--- src/rtl/sensor_gate_ctrl.sv ---
// Sensor-driven isolation/sleep gating: per-channel glitch filter, minimum-hold and
// cool-down FSM, programmable AND groups of gates, and a saturating activation counter.
module sensor_gate_ctrl #(
  parameter int NUM_SENSORS = 10,
  parameter int NUM_GROUPS  = 4,
  parameter int FILT_CYC    = 2,
  parameter int HOLD_CYC    = 4,
  parameter int COOL_CYC    = 2,
  parameter int CNT_W       = 16
) (
  input  logic                              clk,
  input  logic                              rst,
  input  logic                              vdd,
  input  logic [NUM_SENSORS-1:0]            sensor,
  input  logic [NUM_GROUPS*NUM_SENSORS-1:0] grp_mask,
  input  logic                              clr_cnt,
  output logic [NUM_SENSORS-1:0]            isg,
  output logic [NUM_GROUPS-1:0]             grp_sg,
  output logic [CNT_W-1:0]                  act_cnt
);

  localparam int FCNT_W = $clog2(FILT_CYC) + 1;
  localparam int HOLD_W = $clog2(HOLD_CYC) + 1;
  localparam int COOL_W = $clog2(COOL_CYC + 1) + 1;
  localparam int INC_W  = $clog2(NUM_SENSORS + 1);
  localparam int SUM_W  = CNT_W + INC_W;

  localparam logic [FCNT_W-1:0] FCNT_LAST = FCNT_W'(FILT_CYC - 1);
  localparam logic [HOLD_W-1:0] HOLD_LOAD = HOLD_W'(HOLD_CYC - 1);
  localparam logic [COOL_W-1:0] COOL_LOAD = COOL_W'((COOL_CYC > 0) ? COOL_CYC - 1 : 0);
  localparam logic [CNT_W-1:0]  CNT_MAX   = '1;

  typedef enum logic [1:0] {
    ST_IDLE = 2'd0,
    ST_ON   = 2'd1,
    ST_COOL = 2'd2
  } state_t;

  logic [NUM_SENSORS-1:0]             r_s_q;
  logic [NUM_SENSORS-1:0]             r_filt;
  logic [NUM_SENSORS-1:0][FCNT_W-1:0] r_fcnt;
  state_t                             r_state     [NUM_SENSORS];
  state_t                             w_state_nxt [NUM_SENSORS];
  logic [NUM_SENSORS-1:0][HOLD_W-1:0] r_hold, w_hold_nxt;
  logic [NUM_SENSORS-1:0][COOL_W-1:0] r_cool, w_cool_nxt;
  logic [NUM_SENSORS-1:0]             w_act;
  logic [INC_W-1:0]                   w_inc;
  logic [SUM_W-1:0]                   w_sum;
  logic [NUM_GROUPS-1:0]              w_grp_nxt;
  logic [NUM_GROUPS-1:0]              r_grp_sg;
  logic [CNT_W-1:0]                   r_act_cnt;

  // NOTE: sequential state uses non-blocking assignments so every register samples pre-edge values.
  always_ff @(posedge clk) begin
    if (rst) begin
      r_s_q  <= '0;
      r_filt <= '0;
      r_fcnt <= '0;
    end else begin
      r_s_q <= sensor;
      for (int i = 0; i < NUM_SENSORS; i++) begin
        if (r_s_q[i] == r_filt[i]) begin
          r_fcnt[i] <= '0;
        end else if (r_fcnt[i] == FCNT_LAST) begin
          r_filt[i] <= r_s_q[i];
          r_fcnt[i] <= '0;
        end else begin
          r_fcnt[i] <= r_fcnt[i] + FCNT_W'(1);
        end
      end
    end
  end

  always_ff @(posedge clk) begin
    if (rst) begin
      for (int i = 0; i < NUM_SENSORS; i++) r_state[i] <= ST_IDLE;
      r_hold <= '0;
      r_cool <= '0;
    end else begin
      for (int i = 0; i < NUM_SENSORS; i++) r_state[i] <= w_state_nxt[i];
      r_hold <= w_hold_nxt;
      r_cool <= w_cool_nxt;
    end
  end

  // NOTE: every comb output is given a default before the case so no latch is inferred.
  always_comb begin
    w_hold_nxt = r_hold;
    w_cool_nxt = r_cool;
    for (int i = 0; i < NUM_SENSORS; i++) begin
      w_state_nxt[i] = r_state[i];
      if (!vdd) begin
        w_state_nxt[i] = ST_IDLE;
        w_hold_nxt[i]  = '0;
        w_cool_nxt[i]  = '0;
      end else begin
        case (r_state[i])
          ST_IDLE: begin
            if (r_filt[i]) begin
              w_state_nxt[i] = ST_ON;
              w_hold_nxt[i]  = HOLD_LOAD;
            end
          end
          ST_ON: begin
            if (r_hold[i] != '0) begin
              w_hold_nxt[i] = r_hold[i] - HOLD_W'(1);
            end else if (!r_filt[i]) begin
              if (COOL_CYC == 0) begin
                w_state_nxt[i] = ST_IDLE;
              end else begin
                w_state_nxt[i] = ST_COOL;
                w_cool_nxt[i]  = COOL_LOAD;
              end
            end
          end
          ST_COOL: begin
            // Sensor is deliberately ignored while cooling down.
            if (r_cool[i] == '0) w_state_nxt[i] = ST_IDLE;
            else                 w_cool_nxt[i]  = r_cool[i] - COOL_W'(1);
          end
          default: w_state_nxt[i] = ST_IDLE;
        endcase
      end
    end
  end

  always_comb begin
    isg   = '0;
    w_act = '0;
    for (int i = 0; i < NUM_SENSORS; i++) begin
      isg[i]   = (r_state[i] == ST_ON);
      w_act[i] = (r_state[i] == ST_IDLE) && (w_state_nxt[i] == ST_ON);
    end
  end

  always_comb begin
    w_inc = '0;
    for (int i = 0; i < NUM_SENSORS; i++) w_inc = w_inc + INC_W'(w_act[i]);
  end

  assign w_sum = SUM_W'(r_act_cnt) + SUM_W'(w_inc);

  for (genvar g = 0; g < NUM_GROUPS; g++) begin : g_grp
    assign w_grp_nxt[g] = (|grp_mask[g*NUM_SENSORS +: NUM_SENSORS]) &&
                          (&(isg | ~grp_mask[g*NUM_SENSORS +: NUM_SENSORS]));
  end

  always_ff @(posedge clk) begin
    if (rst) begin
      r_grp_sg  <= '0;
      r_act_cnt <= '0;
    end else begin
      r_grp_sg <= w_grp_nxt;
      if (clr_cnt)                       r_act_cnt <= '0;
      else if (w_sum > SUM_W'(CNT_MAX))  r_act_cnt <= CNT_MAX;
      else                               r_act_cnt <= w_sum[CNT_W-1:0];
    end
  end

  assign grp_sg  = r_grp_sg;
  assign act_cnt = r_act_cnt;

endmodule

--- config.mk ---
export PLATFORM = sky130hd
export DESIGN_NAME = sensor_gate_ctrl
export DESIGN_NICKNAME = d
export VERILOG_FILES = /design/src/rtl/sensor_gate_ctrl.sv
export SDC_FILE = /design/constraint.sdc
export NUM_CORES = 1
export LEC_CHECK = 0
export ABC_CLOCK_PERIOD_IN_PS = 7400
export BUFFER_PORTS_ARGS = -buffer_cell sky130_fd_sc_hd__buf_2
export CAP_MARGIN = 30
export CELL_PAD_IN_SITES_DETAIL_PLACEMENT = 0
export CELL_PAD_IN_SITES_GLOBAL_PLACEMENT = 1
export CORE_MARGIN = 2
export CORE_UTILIZATION = 43
export DETAILED_ROUTE_END_ITERATION = 10
export MAX_ROUTING_LAYER = met4
export PLACE_DENSITY_LB_ADDON = 0.1
export SYNTH_ARGS = -nofsm -noshare
export SYNTH_HDL_FRONTEND = slang
export SYNTH_SLANG_ARGS = --single-unit
--- constraint.sdc ---
create_clock -name clk -period 7.4 [get_ports clk]
set_input_delay 1.11 -clock clk [delete_from_list [all_inputs] [get_ports clk]]
set_output_delay 1.11 -clock clk [all_outputs]
set_load 0.01 [all_outputs]
# Word-level counts from Yosys, hierarchy flattened
# Memory sizes are Yosys's and may differ from the RTL's.
# Cells that the tools add are included.
[classes] n_addsub=40 magnitude_cmp=1 n_eq_ne=100 n_mux=144 bitwise_logic=29 n_reduce_logical=114
[ops] op="3-bit two-way mux" n=50
[ops] op="2-bit two-way mux" n=60
[ops] op="3-bit case mux with 2 select lines" n=20
[ops] op="2-bit != test (second input constant)" n=40
[ops] op="2-bit by 1-bit equality test with 1-bit output (second input constant)" n=30
[ops] op="2-bit case mux with 3 select lines" n=10
[ops] op="3-bit by 1-bit subtractor with 3-bit output (second input constant)" n=20
[ops] op="10-bit inverter" n=4
[ops] op="10-bit bitwise OR" n=4
[ops] op="10-bit AND reduction" n=4
[ops] op="4-bit AND reduction" n=10
[ops] op="2-bit nonzero test" n=20
[ops] op="10-bit OR reduction" n=4
[ops] op="3-bit logical NOT" n=10
[ops] op="3-bit AND reduction" n=10
[ops] op="3-bit nonzero test" n=10
[ops] op="3-bit OR reduction" n=10
[ops] op="4-bit by 1-bit adder with 4-bit output" n=6
[ops] op="2-bit by 1-bit adder with 2-bit output (second input constant)" n=10
[ops] op="2-bit equality test (second input constant)" n=10
[ops] op="2-bit logical NOT" n=10
[ops] op="2-bit by 1-bit != test with 1-bit output (second input constant)" n=10
[ops] op="2-bit AND reduction" n=10
[ops] op="16-bit by 4-bit adder with 17-bit output" n=1
[ops] op="other kinds (11)" n=55
[totals] reg_bits=120 mem_bits_rw=20 inputBits=54 output_inout_bits=30 elab_cells=472 mem_count=1
[memory_table] name="r_state" words=10 word_bits=2 read_ports=10 rd_ports_with_merged_regs=0 write_ports=10 line="42" text="state_t r_state [NUM_SENSORS];"

# Longest topological paths before layout
# An unclocked memory read counts as a cell.
[depth] word_depth=19 depth_mapped=15 mapped_depth_nobuf=14

# Worst setup path after synthesis
# Ideal clock, no wire load.
[synth_path] path_kind="input-to-reg" start="input port vdd" end="register r_act_cnt[0] (netlist: act_cnt[0])" setup_time_ns=0.070 arrival_time_ns=4.682 required_ns=7.330 path_slack_ns=2.648 cell_stages=15 n_path_buf=2 cell_sequence="clkbuf_1 -> and2_1 -> fa_1 -> inv_1 -> fa_1 -> inv_1 -> fa_1 -> fa_1 -> inv_1 -> fa_1 -> nand2b_1 -> a211oi_4 -> nand3_2 -> buf_4 -> a21oi_1"
[synth_via] elab_chain_cells=15 word_cells_on_any_way=42 cone_classes="add/sub (10); order compare (1); eq/ne (10); mux (11); reduce/logical (10)"
[synth_rtl] item="from (decl)" line="13" text="input logic vdd,"
[synth_rtl] item="2-bit two-way mux" line="92" text="if (!vdd) begin"
[synth_rtl] item="2-bit by 1-bit equality test with 1-bit output" line="132" text="w_act[i] = (r_state[i] == ST_IDLE) && (w_state_nxt[i] == ST_ON);"
[synth_rtl] item="1-bit logical AND" line="132"
[synth_rtl] item="1-bit by 1-bit adder with 2-bit output" line="138" text="for (int i = 0; i < NUM_SENSORS; i++) w_inc = w_inc + INC_W'(w_act[i]);"
[synth_rtl] item="2-bit by 1-bit adder with 3-bit output" line="138"
[synth_rtl] item="3-bit by 1-bit adder with 4-bit output" line="138"
[synth_rtl] item="4-bit by 1-bit adder with 4-bit output (5 in a row)" line="138"
[synth_rtl] item="4-bit by 1-bit adder with 4-bit output (*)" line="138"
[synth_rtl] item="16-bit by 4-bit adder with 17-bit output (*)" line="141" text="assign w_sum = SUM_W'(r_act_cnt) + SUM_W'(w_inc);"
[synth_rtl] item="17-bit by 16-bit greater-than comparator with 1-bit output" line="155" text="else if (w_sum > SUM_W'(CNT_MAX)) r_act_cnt <= CNT_MAX;"
[synth_rtl] item="16-bit two-way mux (*)" line="155"
[synth_rtl] item="to (signal assigned)" line="156" text="else r_act_cnt <= w_sum[CNT_W-1:0];"
[synth_rtl] item="to (decl)" line="51" text="logic [CNT_W-1:0] r_act_cnt;"
# Every way passes the cells marked *; elsewhere a longest branch is shown, timed or not.
# A chain may end at the register's enable or synchronous reset.

# Worst setup path after layout
[layout_path] start="input port vdd" end="register r_act_cnt[11] (netlist: act_cnt[11])"
# Same word-level chain as after synthesis.

==> impl_results.md <==
- Status: completed
- Port bufs: 83
- PwrDens: 207 nW/µm²
- RSZ-0062 raised after global routing: false
- # rows: 46
- Routed len/inst: 14.0 µm
- CORE AREA: 15800 µm²
- H-tree depth: 4
- Slew margin rel.: 52.9%
- Hpwl dp: between 10000 and 15000 µm
- Die height: 131 µm
- GRT overflow: 0
- Met2 routed WL: 7440 µm
- Largest net degree at the start of global routing: 61
- Min-delay src: r_fcnt[18]$_SDFF_PP0_
- Number of synthesized flops with an enable pin: 0
- Yosys warns: 0
- Placed Instances: 1059
- Worst Clk Skew: 0.00450 ns
- Initial antenna violation count: 0
- Setup crit start kind: input port
- Total Routing Usage GR: 19.3%
- Design Power: 1.68 mW
- Die width: 131 µm
- Syn_nets: 893
- Leakage: between 3 and 4 nW
- Root buffer cell: clkbuf_16
- Pre-antenna DRT Iters: 5
- Die area: around 17000 µm²
- Yosys reg bits: 140
- Fin nets: 978
- Hold Path Class: reg2reg
- Wirelength, routed: between 15000 and 20000 µm
- Worst reg2reg setup slack: 2.76 ns
- First-pass GRT wire length: 25300 µm
- Hold Vio Cnt, Final: 0
- Via count: 5632
- Final non-filler cell total: ~1100
- Fraction of layout cells with a size suffix above 1: between 10% and 20%
- CTS tree: done
- Setup Fix Bufs, Post-CTS: 0
- Post-route ant nets: 0
- DRC: 0
- Endpoints failing setup: 0
- Reg2reg start: r_filt[2]$_SDFFE_PP0P_
- Register area share after synthesis: slightly above 40%
- TritonCTS sink count: 140
- Worst-Margin Slew: 0.705 ns
- Setup TNS: 0 ns
- Resized Gates After CTS: 0
- Clock Path Buffers: 2
- Crit path DAT: 5.19 ns
- Hold depth: 1
- Critical path startpoint: vdd
- Post-CTS Hold Fix Bufs: 0
- VDD IR-drop max: 0.156 mV
- Layout area overhead: 17.3%
- Fin crit share: around two thirds
- Max_cap viols: 0
- DR top layer: met4
- Worst-path clk slew: about 0.060 ns
- Crit path kind: in2reg
- Vias in the first global route: between 5000 and 6000
- Syn_area_per_cell: 8.90 µm²
- Clk_lat worst skew: approximately 0.41 ns
- Reg2reg path depth: 14
- Hold EP: r_fcnt[18]$_SDFF_PP0_
- DR vias/cell: 5.16
- Initial DRC count: 332
- Final Util: 51.3%
- Metal-1 WL: about 7000 µm
- Post-Synthesis Cells: 777
- FMAX: 0.205 GHz
- I/O Pins: 84
- Synthesized area: 6920 µm²
- Synth cell types: 49
- Final GP Congestion: 0.827
- CP Capture Type: flip-flop
- Crit path required time: 7.71 ns
- Crit Path Max Fanout: 12
- Ys async rst share: 0%
- Ys flop type: dfxtp_1
- FF-to-FF End: act_cnt[11]$_SDFF_PP0_
- Wire length on met3: around 660 µm
- Starting utilization of the core area: 43.7%
- Antenna cells: 0
- TritonCTS buffer count: 17
- Min cycle time layout: ~4.9 ns
- Slew Limit Fails: 0
==> worst max-delay path, cell delays in order <==
cell	delay (ns)
buf_2	0.15
and2_1	0.17
fa_1	0.52
inv_1	0.06
fa_1	0.53
inv_1	0.06
fa_1	0.57
fa_1	0.24
inv_1	0.07
fa_1	0.39
nand2b_1	0.25
a211oi_4	0.37
nand3_2	0.32
a311oi_1	0.37
==> power by group <==
group | switching (mW) | internal [mW]
clock network | 0.317 | 0.512
registers | 0.00766 | 0.764
logic | 0.0459 | 0.0358
total | 0.371 | 1.31
==> stage by stage <==
step                worst slack, ns  instance area, µm²  hold slack [ns]
detailed placement             2.16                7530            0.412
finish                         2.52                8110            0.418
floorplan                      2.65                6920            0.397
global route                   2.28                8110            0.428
global placement               2.24                7530            0.404
CTS                            2.52                8110            0.422
==> worst max path at each step <==
stage | to | slack [ns] | depth (start not counted)
floorplan | act_cnt[0]$_SDFF_PP0_ | 2.65 | 15
global route | act_cnt[11]$_SDFF_PP0_ | 2.28 | 14
CTS | act_cnt[11]$_SDFF_PP0_ | 2.52 | 14
global placement | act_cnt[13]$_SDFF_PP0_ | 2.24 | 14
detailed placement | act_cnt[11]$_SDFF_PP0_ | 2.16 | 14
finish | act_cnt[11]$_SDFF_PP0_ | 2.52 | 14
==> Yosys cell counts, drive strengths merged (11+ instances only) <==
| library cell | count | share of area, % |
|---|---|---|
| and2 | 14 | 1.3 |
| dfxtp | 140 | 41 |
| or3 | 20 | 1.8 |
| nand3 | 11 | 0.87 |
| xnor2 | 19 | 2.4 |
| nor3b | 11 | 1.2 |
| a21oi | 39 | 2.8 |
| clkbuf | 17 | 0.92 |
| inv | 93 | 5.0 |
| a211oi | 40 | 4.5 |
| nor2b | 26 | 2.4 |
| o21ai | 18 | 1.3 |
| mux2i | 12 | 1.7 |
| ha | 55 | 9.9 |
| nand2b | 27 | 2.6 |
| nor3 | 26 | 1.9 |
| nor2 | 89 | 4.8 |
| a22oi | 12 | 1.3 |
| nand2 | 19 | 1.0 |
==> flip-flops by register name, summed over array words and instances, names as in the netlist <==
signal,count
r_s_q,10
r_hold,30
r_filt,10
r_cool,30
r_fcnt,20
r_state,20
grp_sg,4
act_cnt,16
==> per-layer routing <==
metal | track usage, % | up-vias
met5 | - | -
met4 | 5.94 | 0
met3 | 4.93 | 23
met2 | 33.2 | 109
met1 | 22.3 | 2632
li1 | - | 2868
==> area by class of cell <==
type,instances,area [µm²]
Fill cell,1492,7710
Multi-Input combinational cell,524,3670
Sequential cell,140,2800
Clock buffer,21,460
Timing Repair Buffer,86,438
Inverter,93,349
Tap cell,216,270
Clock inverter,11,119
==> cell usage in the layout (no fill, tap or decap), drive strengths merged, types with 20 or more instances in the layout <==
cell    instances
buf            86
a21oi          39
or3            20
dfxtp         140
ha             55
nand2b         27
clkbuf         21
nor2b          26
nor2           89
a211oi         40
inv            93
nor3           26
==> cells by family after synthesis <==
logic type      Yosys count  synth area share (%)
xor+xnor                 24                  3.04
simple gates            273                  21.1
flops                   140                  40.5
fa+ha+maj                62                  12.0
buf+inv                 113                  6.40
compound gates          153                  15.3
mux                      12                  1.74
(Power assumes the default switching activity.)
